<file path="config.mk">
export PLATFORM = sky130hd
export DESIGN_NAME = mult_rr_scheduler
export DESIGN_NICKNAME = d
export VERILOG_FILES = /design/src/rtl/mult_sched_pkg.sv /design/src/rtl/Zero_ME_7_8.sv /design/src/rtl/rr_arbiter.sv /design/src/rtl/mult_rr_scheduler.sv
export SDC_FILE = /design/constraint.sdc
export NUM_CORES = 1
export LEC_CHECK = 0
export ABC_AREA = 0
export BUFFER_PORTS_ARGS = -buffer_cell sky130_fd_sc_hd__buf_2
export CAP_MARGIN = 20
export CORE_MARGIN = 2
export CORE_UTILIZATION = 52
export CTS_CLUSTER_DIAMETER = 120
export DETAILED_ROUTE_END_ITERATION = 8
export PLACE_DENSITY = 0.77
export SYNTH_ARGS = -nofsm -noshare
export SYNTH_HDL_FRONTEND = slang
export SYNTH_SLANG_ARGS = --single-unit
</file>
<file path="constraint.sdc">
create_clock -name CLK -period 11.28 [get_ports CLK]
set_input_delay 1.128 -clock CLK [delete_from_list [all_inputs] [get_ports CLK]]
set_output_delay 1.128 -clock CLK [all_outputs]
set_load 0.02 [all_outputs]
</file>
<file path="src/rtl/mult_sched_pkg.sv">
// Shared constants and types for the round-robin multiplier scheduler.
// Operand width, result width and the requester-index width helper live here.
package mult_sched_pkg;

  localparam int NREQ_DEFAULT = 4;
  localparam int OP_W         = 8;
  localparam int RESP_W       = 16;

  // Index width for n requesters; never narrower than one bit.
  function automatic int id_w(input int n);
    return (n > 1) ? $clog2(n) : 1;
  endfunction

  typedef struct packed {
    logic [OP_W-1:0] a;
    logic [OP_W-1:0] b;
  } operand_t;

endpackage

</file>
<file path="src/rtl/Zero_ME_7_8.sv">
// Shared 8x8 unsigned multiplier, purely combinational.
// CLK only clocks the embedded sanity property on zero operands.
module Zero_ME_7_8
  import mult_sched_pkg::*;
(
  input  logic              CLK,
  input  logic [OP_W-1:0]   a,
  input  logic [OP_W-1:0]   b,
  output logic [RESP_W-1:0] p
);

  assign p = {8'd0, a} * {8'd0, b};

  zero_operand_gives_zero: assert property (
    @(posedge CLK) ((a == '0) || (b == '0)) |-> (p == '0)
  );

endmodule

</file>
<file path="src/rtl/rr_arbiter.sv">
// Round-robin arbiter: the search starts at ptr, the first asserted request wins.
// ptr moves past the winner only when the caller strobes update (a real transfer).
module rr_arbiter
  import mult_sched_pkg::*;
#(
  parameter  int NREQ = NREQ_DEFAULT,
  localparam int IDW  = id_w(NREQ)
) (
  input  logic            CLK,
  input  logic            RST,
  input  logic [NREQ-1:0] req,
  input  logic            update,
  output logic [NREQ-1:0] grant,
  output logic [IDW-1:0]  grant_id,
  output logic [IDW-1:0]  ptr
);

  logic           found;
  logic [IDW-1:0] idx;

  always_comb begin
    grant    = '0;
    grant_id = '0;
    found    = 1'b0;
    idx      = '0;
    for (int k = 0; k < NREQ; k++) begin
      idx = IDW'((int'(ptr) + k) % NREQ);
      if (!found && req[idx]) begin
        found       = 1'b1;
        grant[idx]  = 1'b1;
        grant_id    = idx;
      end
    end
  end

  always_ff @(posedge CLK) begin
    if (RST) begin
      ptr <= '0;
    end else if (update) begin
      ptr <= (grant_id == IDW'(NREQ - 1)) ? '0 : grant_id + IDW'(1);
    end
  end

endmodule

</file>
<file path="src/rtl/mult_rr_scheduler.sv">
// NREQ requesters share one multiplier through a 2-stage pipeline (S1 operands,
// S2 result), granted round-robin, with a wrapping count of delivered results.
module mult_rr_scheduler
  import mult_sched_pkg::*;
#(
  parameter  int NREQ        = NREQ_DEFAULT,
  parameter  int ZERO_BYPASS = 1,
  localparam int IDW         = id_w(NREQ)
) (
  input  logic                 CLK,
  input  logic                 RST,
  input  logic [NREQ-1:0]      req_valid,
  output logic [NREQ-1:0]      req_ready,
  input  logic [OP_W*NREQ-1:0] req_a,
  input  logic [OP_W*NREQ-1:0] req_b,
  output logic                 resp_valid,
  input  logic                 resp_ready,
  output logic [IDW-1:0]       resp_id,
  output logic [RESP_W-1:0]    resp_data,
  output logic [15:0]          ops_count
);

  // Handshakes: a transfer happens on a rising CLK edge where valid and ready
  // are both high. Producers hold valid and data until then; ready may follow
  // valid combinationally, never the reverse.

  logic              s1_v;
  logic [IDW-1:0]    s1_id;
  operand_t          s1_op;
  operand_t          sel_op;
  logic              s1_ready;
  logic              s2_ready;
  logic [NREQ-1:0]   grant;
  logic [IDW-1:0]    grant_id;
  logic [IDW-1:0]    arb_ptr;
  logic              transfer;
  logic [RESP_W-1:0] mult_p;
  logic [RESP_W-1:0] prod;

  assign s2_ready  = !resp_valid || resp_ready;
  assign s1_ready  = !s1_v || s2_ready;
  assign req_ready = grant & {NREQ{s1_ready & ~RST}};
  assign transfer  = |(req_valid & req_ready);

  rr_arbiter #(
    .NREQ (NREQ)
  ) u_arb (
    .CLK      (CLK),
    .RST      (RST),
    .req      (req_valid),
    .update   (transfer),
    .grant    (grant),
    .grant_id (grant_id),
    .ptr      (arb_ptr)
  );

  always_comb begin
    sel_op   = '0;
    sel_op.a = req_a[OP_W*int'(grant_id) +: OP_W];
    sel_op.b = req_b[OP_W*int'(grant_id) +: OP_W];
  end

  // S1 refills in the same cycle it drains into S2.
  always_ff @(posedge CLK) begin
    if (RST) begin
      s1_v  <= 1'b0;
      s1_id <= '0;
      s1_op <= '0;
    end else if (s1_ready) begin
      s1_v <= transfer;
      if (transfer) begin
        s1_id <= grant_id;
        s1_op <= sel_op;
      end
    end
  end

  Zero_ME_7_8 u_mult (
    .CLK (CLK),
    .a   (s1_op.a),
    .b   (s1_op.b),
    .p   (mult_p)
  );

  always_comb begin
    prod = mult_p;
    if ((ZERO_BYPASS != 0) && ((s1_op.a == '0) || (s1_op.b == '0))) begin
      prod = '0;
    end
  end

  always_ff @(posedge CLK) begin
    if (RST) begin
      resp_valid <= 1'b0;
      resp_id    <= '0;
      resp_data  <= '0;
    end else if (s2_ready) begin
      resp_valid <= s1_v;
      if (s1_v) begin
        resp_id   <= s1_id;
        resp_data <= prod;
      end
    end
  end

  always_ff @(posedge CLK) begin
    if (RST) begin
      ops_count <= '0;
    end else if (resp_valid && resp_ready) begin
      ops_count <= ops_count + 16'd1;
    end
  end

  ready_is_onehot0: assert property (@(posedge CLK) $onehot0(req_ready));
  ptr_in_range: assert property (@(posedge CLK) int'(arb_ptr) < NREQ);

endmodule

</file>
==> impl_metrics.toml, run 1 <==
[layout]
fin_nets = 817
syn_to_final_growth_pct = 11.8
num-fill-cells = 899
diodes = 0
layout-drive-gt1-share_pct = 19.8
fin_area_um2 = 5920
layoutNonFillerInstCount = 800

[clock_network]
cts_tree = "done"
clock_latency_ps = 320
cts_made_buffers = 5
htree_levels = 2
cts_hold_buf = 0
postCtsSetupBuffers = 0
cts_root_buf = "clkbuf_8"
path_clk_slew_ps = 110
cts_resized = 0
clk_path_buf_depth = 2
cts.sink_count = 56

[floorplanning]
die_w_um = 105
ioPinCount = 110
fp.dieArea_um2 = 11000
initial_core_util_pct = 53.9
die_h_um = 105
coreArea_um2 = 9820
rows = 36

[critical_path]
cp_common_cell = "fa_1"
critPathKind = "register to register"
endpoint_kind = "register"
cp_max_fo = 10
cp_slowest_cell = "fa_1"
crit_arrival_ps = 4740
worst-endpoint-required_ps = 11500
critPathMaxStageDelay_ps = 550
cp-start-kind = "register"
path_cells = "nand2_1 -> fa_1 -> fa_1 -> inv_1 -> fa_1 -> inv_1 -> fa_1 -> inv_1 -> ha_1 -> o21ai_0 -> o21bai_1 -> a31o_2 -> nand4_1 -> and3b_1 -> xnor2_1 -> a22o_1"

[detailed_routing]
first_pass_iters = 4
wire_per_inst_um = 14.5
vias_per_cell = 5.44
drc = 0
num_vias = 4348
antenna_left = 0
wirelength_um = 11600
drt-initial-drc-count = 142

[yosys]
synth_edf_count = 0
syn-num-nets = 729
ys.flop_type = "dfxtp_1"
synthArstFlopShare_pct = 0
seq_area_frac_synth_pct = 21.2
avgSynthCellArea_um2 = 9.16
yosys_register_bits = 56
syn_inst = 578
synthDistinctLibCells = 51
ys_warn_count = 0
syn_area_um2 = 5300

[global_route]
antenna_found_initial = 0
grt_use_met3_pct = 3.06
busiest_layer = "met2"
grt_max_degree = 54
grt_overflow_total = 0
globalRouteMet2Util_pct = 40.4
grt_first_pass_wirelength_um = 20100
grt_pass1_vias = 4499
grt_use_met1_pct = 26.6
grtUsageTotal_pct = 21.8

[timing]
worstMarginPinSlew_ps = 976
relSlewSlack_pct = 34.9
finalSetupViolCount = 0
slew_viol_final = 0
min_period_over_period_pct = 40.1
finalClockSkew_ps = 8.97
final-hold-violation-count = 0
tns_ps = 0
rsz0062_at_grt = "no"
fmax_ghz = 0.221
fin_crit_ps = 4520

[job]
drv_cap = 0

[pwr]
leakage_nw = 2.97
vdd_drop_max_uv = 121
p_per_area_nw_per_um2 = 145

[placement]
placed_area_um2 = 5810
place_congestion = 0.872
dp.cells = 791
hpwl_um = 8990
port_buffers = 109

[status]
status = "finished clean"

[worst_hold_path]
hold_class = "register to register"
[cell usage in the layout, fill, tap and decap left out, types with 24 or more instances in the layout]
cell type  count
fa_1          36
a21oi_1       27
nor2_1        54
nand2_1       24
mux2i_1       71
buf_2        109
and2_1        50
dfxtp_1       56
ha_1          44
inv_1         54
[critical path, delay by kind of cell, from the launching register on]
family	cells	cell delay (ps)
adder cells (fa/ha/maj)	5	2450
AND/OR/NAND/NOR	3	470
XOR/XNOR	1	120
buffers and inverters	3	150
AO/OA/AOI/OAI	4	730
flip-flops	1	510
[flip-flops by register name, indices dropped and copies added (netlist names), named ones only]
name,flops
ops_count,16
resp_data,16
resp_id,2
resp_valid,1
s1_id,2
s1_op,16
s1_v,1
u_arb.ptr,1
[per-layer routing]
layer	vias up	part of all wire [%]	wire, µm
li1	2130	-	-
met1	2102	44	5060
met2	94	51	5960
met3	22	3.4	392
met4	0	1.5	169
met5	-	0	0
[final timing paths]
| path | depth (start not counted) | slack (ps) | to | startpoint |
|---|---|---|---|---|
| worst max-delay path | 16 | 6760 | resp_data[13]$_SDFFE_PP0P_ | s1_op[7]$_SDFFE_PP0P_ |
| worst max register to register | 16 | 6760 | resp_data[13]$_SDFFE_PP0P_ | s1_op[7]$_SDFFE_PP0P_ |
| worst min-delay path | 1 | 490 | resp_data[11]$_SDFFE_PP0P_ | resp_data[11]$_SDFFE_PP0P_ |
| worst min register to register | 1 | 490 | resp_data[11]$_SDFFE_PP0P_ | resp_data[11]$_SDFFE_PP0P_ |
[through the flow]
stage	power (W)	setup WS, ps	utilization [%]	hold slack, ps
global route	0.000925	6520	60.3	505
global placement	0.000721	6930	59.2	467
finish	0.000856	6760	60.3	492
floorplan	0.000673	7040	-	460
CTS	0.000855	6800	60.1	492
detailed placement	0.000738	6820	59.2	463
[cell type report]
| class | instances | area [µm²] | area share [%] |
|---|---|---|---|
| tap | 133 | 166 | 2.81 |
| inverter | 54 | 203 | 3.42 |
| multi-input combinational | 438 | 3770 | 63.6 |
| clock inverter | 3 | 23.8 | 0.401 |
| timing repair buffer | 111 | 573 | 9.67 |
| sequential | 56 | 1120 | 18.9 |
| clock buffer | 5 | 68.8 | 1.16 |
[report_power, final]
group          switching (W)  internal [W]
Combinational       0.000247      0.000212
Sequential         0.0000577      0.000223
Clock              0.0000723     0.0000443
[logic make-up after synthesis]
group	Yosys count	synth area share, %
compound gates	78	10.0
xor+xnor	25	4.13
fa+ha+maj	80	24.0
buf+inv	84	7.77
flops	56	21.2
mux	75	14.9
simple gates	180	18.0
[cell usage after synthesis (2+ instances only)]
cell      number  share of area [%]
and3b_1        4               0.66
buf_6          4               0.85
a21o_1         6               0.85
a221oi_1       2               0.33
a22o_1         7                1.2
a211oi_1       4               0.57
a22oi_1       10                1.4
ha_1          44                 10
xnor2_1       14                2.3
inv_1         54                3.8
clkbuf_1      11               0.78
and3_1         5               0.59
clkbuf_2       2               0.19
nand2_1       24                1.7
nor2_1        54                3.8
a31o_2         2               0.33
dfxtp_1       56                 21
o31ai_1        2               0.28
nand3_1        7               0.66
buf_12         3                1.1
and4_1         4               0.66
or3_1          3               0.35
o21bai_1       2               0.28
a31oi_1        3               0.35
nor3_1         4               0.38
fa_1          36                 14
xor2_1        11                1.8
and2_1        50                5.9
nand3b_1       4               0.57
nor3b_1        2               0.28
nor4_1         4               0.47
o21ai_0        6               0.57
nor2b_1        7               0.83
buf_2          9               0.85
a21oi_1       28                2.6
mux2i_1       71                 13
nand4_1        3               0.35
mux4_2         3                1.3
No activity file was read; power rests on OpenSTA's default activity.
==> run 2: changes to the inputs <==
==> constraint.sdc (replaced) <==
create_clock -name CLK -period 4.65 [get_ports CLK]
set_input_delay 0.465 -clock CLK [delete_from_list [all_inputs] [get_ports CLK]]
set_output_delay 0.465 -clock CLK [all_outputs]
set_load 0.02 [all_outputs]
==> run 2 against run 1 <==
Compared with the run above:
- worst hold slack lost 56 ps
- register-to-register slack lost 6500 ps
- maximum frequency grew 3.8%
- die area is the same
- largest cell class unchanged
- largest power group unchanged
==> impl_metrics.toml, run 2 (synthesis gave the netlist of run 1 again) <==
[pwr]
comb_power_share_pct = 55.4
internal_power_w = 0.00119
power_switching_w = 0.000916
seqPwrFrac_pct = 30.9
leakage_nw = 3.02
switching_share_pct = 43.4
p_per_area_nw_per_um2 = 352
pwr-share-clk_pct = 13.7
vdd_drop_max_uv = 259

[critical_path]
crit_arrival_ps = 4570
critPathKind = "register to register"
path_cells = "nand2_1 -> fa_1 -> fa_1 -> inv_1 -> fa_1 -> inv_1 -> fa_1 -> inv_1 -> ha_1 -> o21ai_0 -> o21bai_1 -> a31o_2 -> nand4_1 -> a31oi_1 -> xnor2_1 -> a22o_1"
endpoint_kind = "register"
critPathMaxStageDelay_ps = 550
reg2reg_depth = 16
worst-endpoint-required_ps = 4870
path_buf_inv = 3
cp_max_fo = 10
rr_startpoint = "s1_op[13]$_SDFFE_PP0P_"
critPathTopFamily = "adder cells"
cp_common_cell = "fa_1"
cp_slowest_cell = "dfxtp_1"
r2r_end = "resp_data[15]$_SDFFE_PP0P_"
cp-start-kind = "register"
rrSetupSlack_ps = 290

[global_route]
grt_max_degree = 54
grt_overflow_total = 0
grt_first_pass_wirelength_um = 20400
grtUsageTotal_pct = 22.2
grt_pass1_vias = 4635
antenna_found_initial = 0

[timing]
slew_viol_final = 0
final-hold-violation-count = 0
fin_crit_ps = 4360
relSlewSlack_pct = 42.7
min_period_over_period_pct = 93.7
finalClockSkew_ps = 10.9
worstMarginPinSlew_ps = 858
fmax_ghz = 0.230
tns_ps = 0
rsz0062_at_grt = "no"
finalSetupViolCount = 0

[worst_hold_path]
hold_class = "primary input to register"
hold_path_end = "ops_count[1]$_SDFFE_PP0P_"
min_path_cells = 3
min_from = "resp_ready"

[floorplanning]
rows = 36
fp.dieArea_um2 = 11000
coreArea_um2 = 9820
initial_core_util_pct = 53.9
die_w_um = 105
ioPinCount = 110
die_h_um = 105

[layout]
fin_nets = 825
layout-drive-gt1-share_pct = 21.8
syn_to_final_growth_pct = 13.2
final_common_cell = "buf_2"
layoutNonFillerInstCount = 808
fin_area_um2 = 5990
top_regs = "ops_count x16, resp_data x16, s1_op x16"
diodes = 0
num-fill-cells = 904
layout_common_cells = "109 x buf_2, 71 x mux2i_1, 54 x inv_1, 54 x nor2_1, 50 x and2_1"

[clock_network]
postCtsSetupBuffers = 0
path_clk_slew_ps = 110
cts_root_buf = "clkbuf_8"
cts_made_buffers = 5
cts.sink_count = 56
htree_levels = 2
cts_tree = "done"
clock_latency_ps = 320
clk_path_buf_depth = 2

[status]
status = "finished clean"

[placement]
port_buffers = 109
placed_area_um2 = 5870
place_congestion = 0.945
dp.cells = 799
hpwl_um = 8860

[job]
drv_cap = 0

[detailed_routing]
num_vias = 4353
wire_per_inst_um = 14.2
first_pass_iters = 4
drc = 0
wirelength_um = 11500
antenna_left = 0
vias_per_cell = 5.39
drt-initial-drc-count = 160
[run 2: power by group through the flow]
| stage | sequential (W) | combinational (W) | clock (W) |
|---|---|---|---|
| 2_1_floorplan | 0.000609 | 0.00102 | 0 |
| 3_3_place_gp | 0.000649 | 0.00113 | 0 |
| 3_5_place_dp | 0.000653 | 0.00116 | 0 |
| 4_1_cts | 0.000643 | 0.00116 | 0.000297 |
| 5_1_grt | 0.000664 | 0.00131 | 0.000313 |
| 6_report | 0.000652 | 0.00117 | 0.000288 |
[run 2: per-stage QoR]
stage	hold slack (ps)	total power [W]	utilization, %	setup WS (ps)
after floorplan	460	0.00163	-	408
after global placement	469	0.00178	59.8	323
after detailed placement	463	0.00181	59.8	232
after CTS	427	0.00210	60.8	228
after global routing	464	0.00229	61.0	16.5
final	436	0.00211	61.0	293
[run 2: worst max path at each step]
stage,endpoint,start,cells after the start
finish,resp_data[15]$_SDFFE_PP0P_,s1_op[13]$_SDFFE_PP0P_,16
global placement,resp_data[13]$_SDFFE_PP0P_,s1_op[9]$_SDFFE_PP0P_,16
global route,resp_data[15]$_SDFFE_PP0P_,s1_op[13]$_SDFFE_PP0P_,16
detailed placement,resp_data[13]$_SDFFE_PP0P_,s1_op[9]$_SDFFE_PP0P_,16
CTS,resp_data[13]$_SDFFE_PP0P_,s1_op[9]$_SDFFE_PP0P_,16
floorplan,resp_data[13]$_SDFFE_PP0P_,s1_op[8]$_SDFFE_PP0P_,17
[run 2: cell type report]
type / count / area [µm²] / share of cell area [%]
well taps: 133 / 166 / 2.78
clock buffers: 5 / 68.8 / 1.15
flip-flops and latches: 56 / 1130 / 18.8
multi-input cells: 438 / 3770 / 62.8
inverters: 54 / 203 / 3.38
repair buffers: 119 / 633 / 10.6
clock inverters: 3 / 26.3 / 0.438
[run 2: routing by layer]
metal	part of all wire, %	track usage (%)	up-vias
li1	-	-	2147
met4	1.1	6.00	0
met1	42	25.4	2113
met2	53	42.0	80
met3	3.6	3.81	13
met5	0	0	-
[run 2: worst reg2reg max path, delay by kind of cell (launching register included)]
family                   cells  cell delay [ps]
adder cells (fa/ha/maj)      5             2330
AO/OA/AOI/OAI                5              880
flip-flops                   1              550
AND/OR/NAND/NOR              2              240
buffers and inverters        3              150
XOR/XNOR                     1              110
[run 2: what timing repair did]
item / in CTS / in global routing
setup endpoints to repair: 0 / 2
gates resized for setup: 0 / 7
hold buffers: 0 / 0
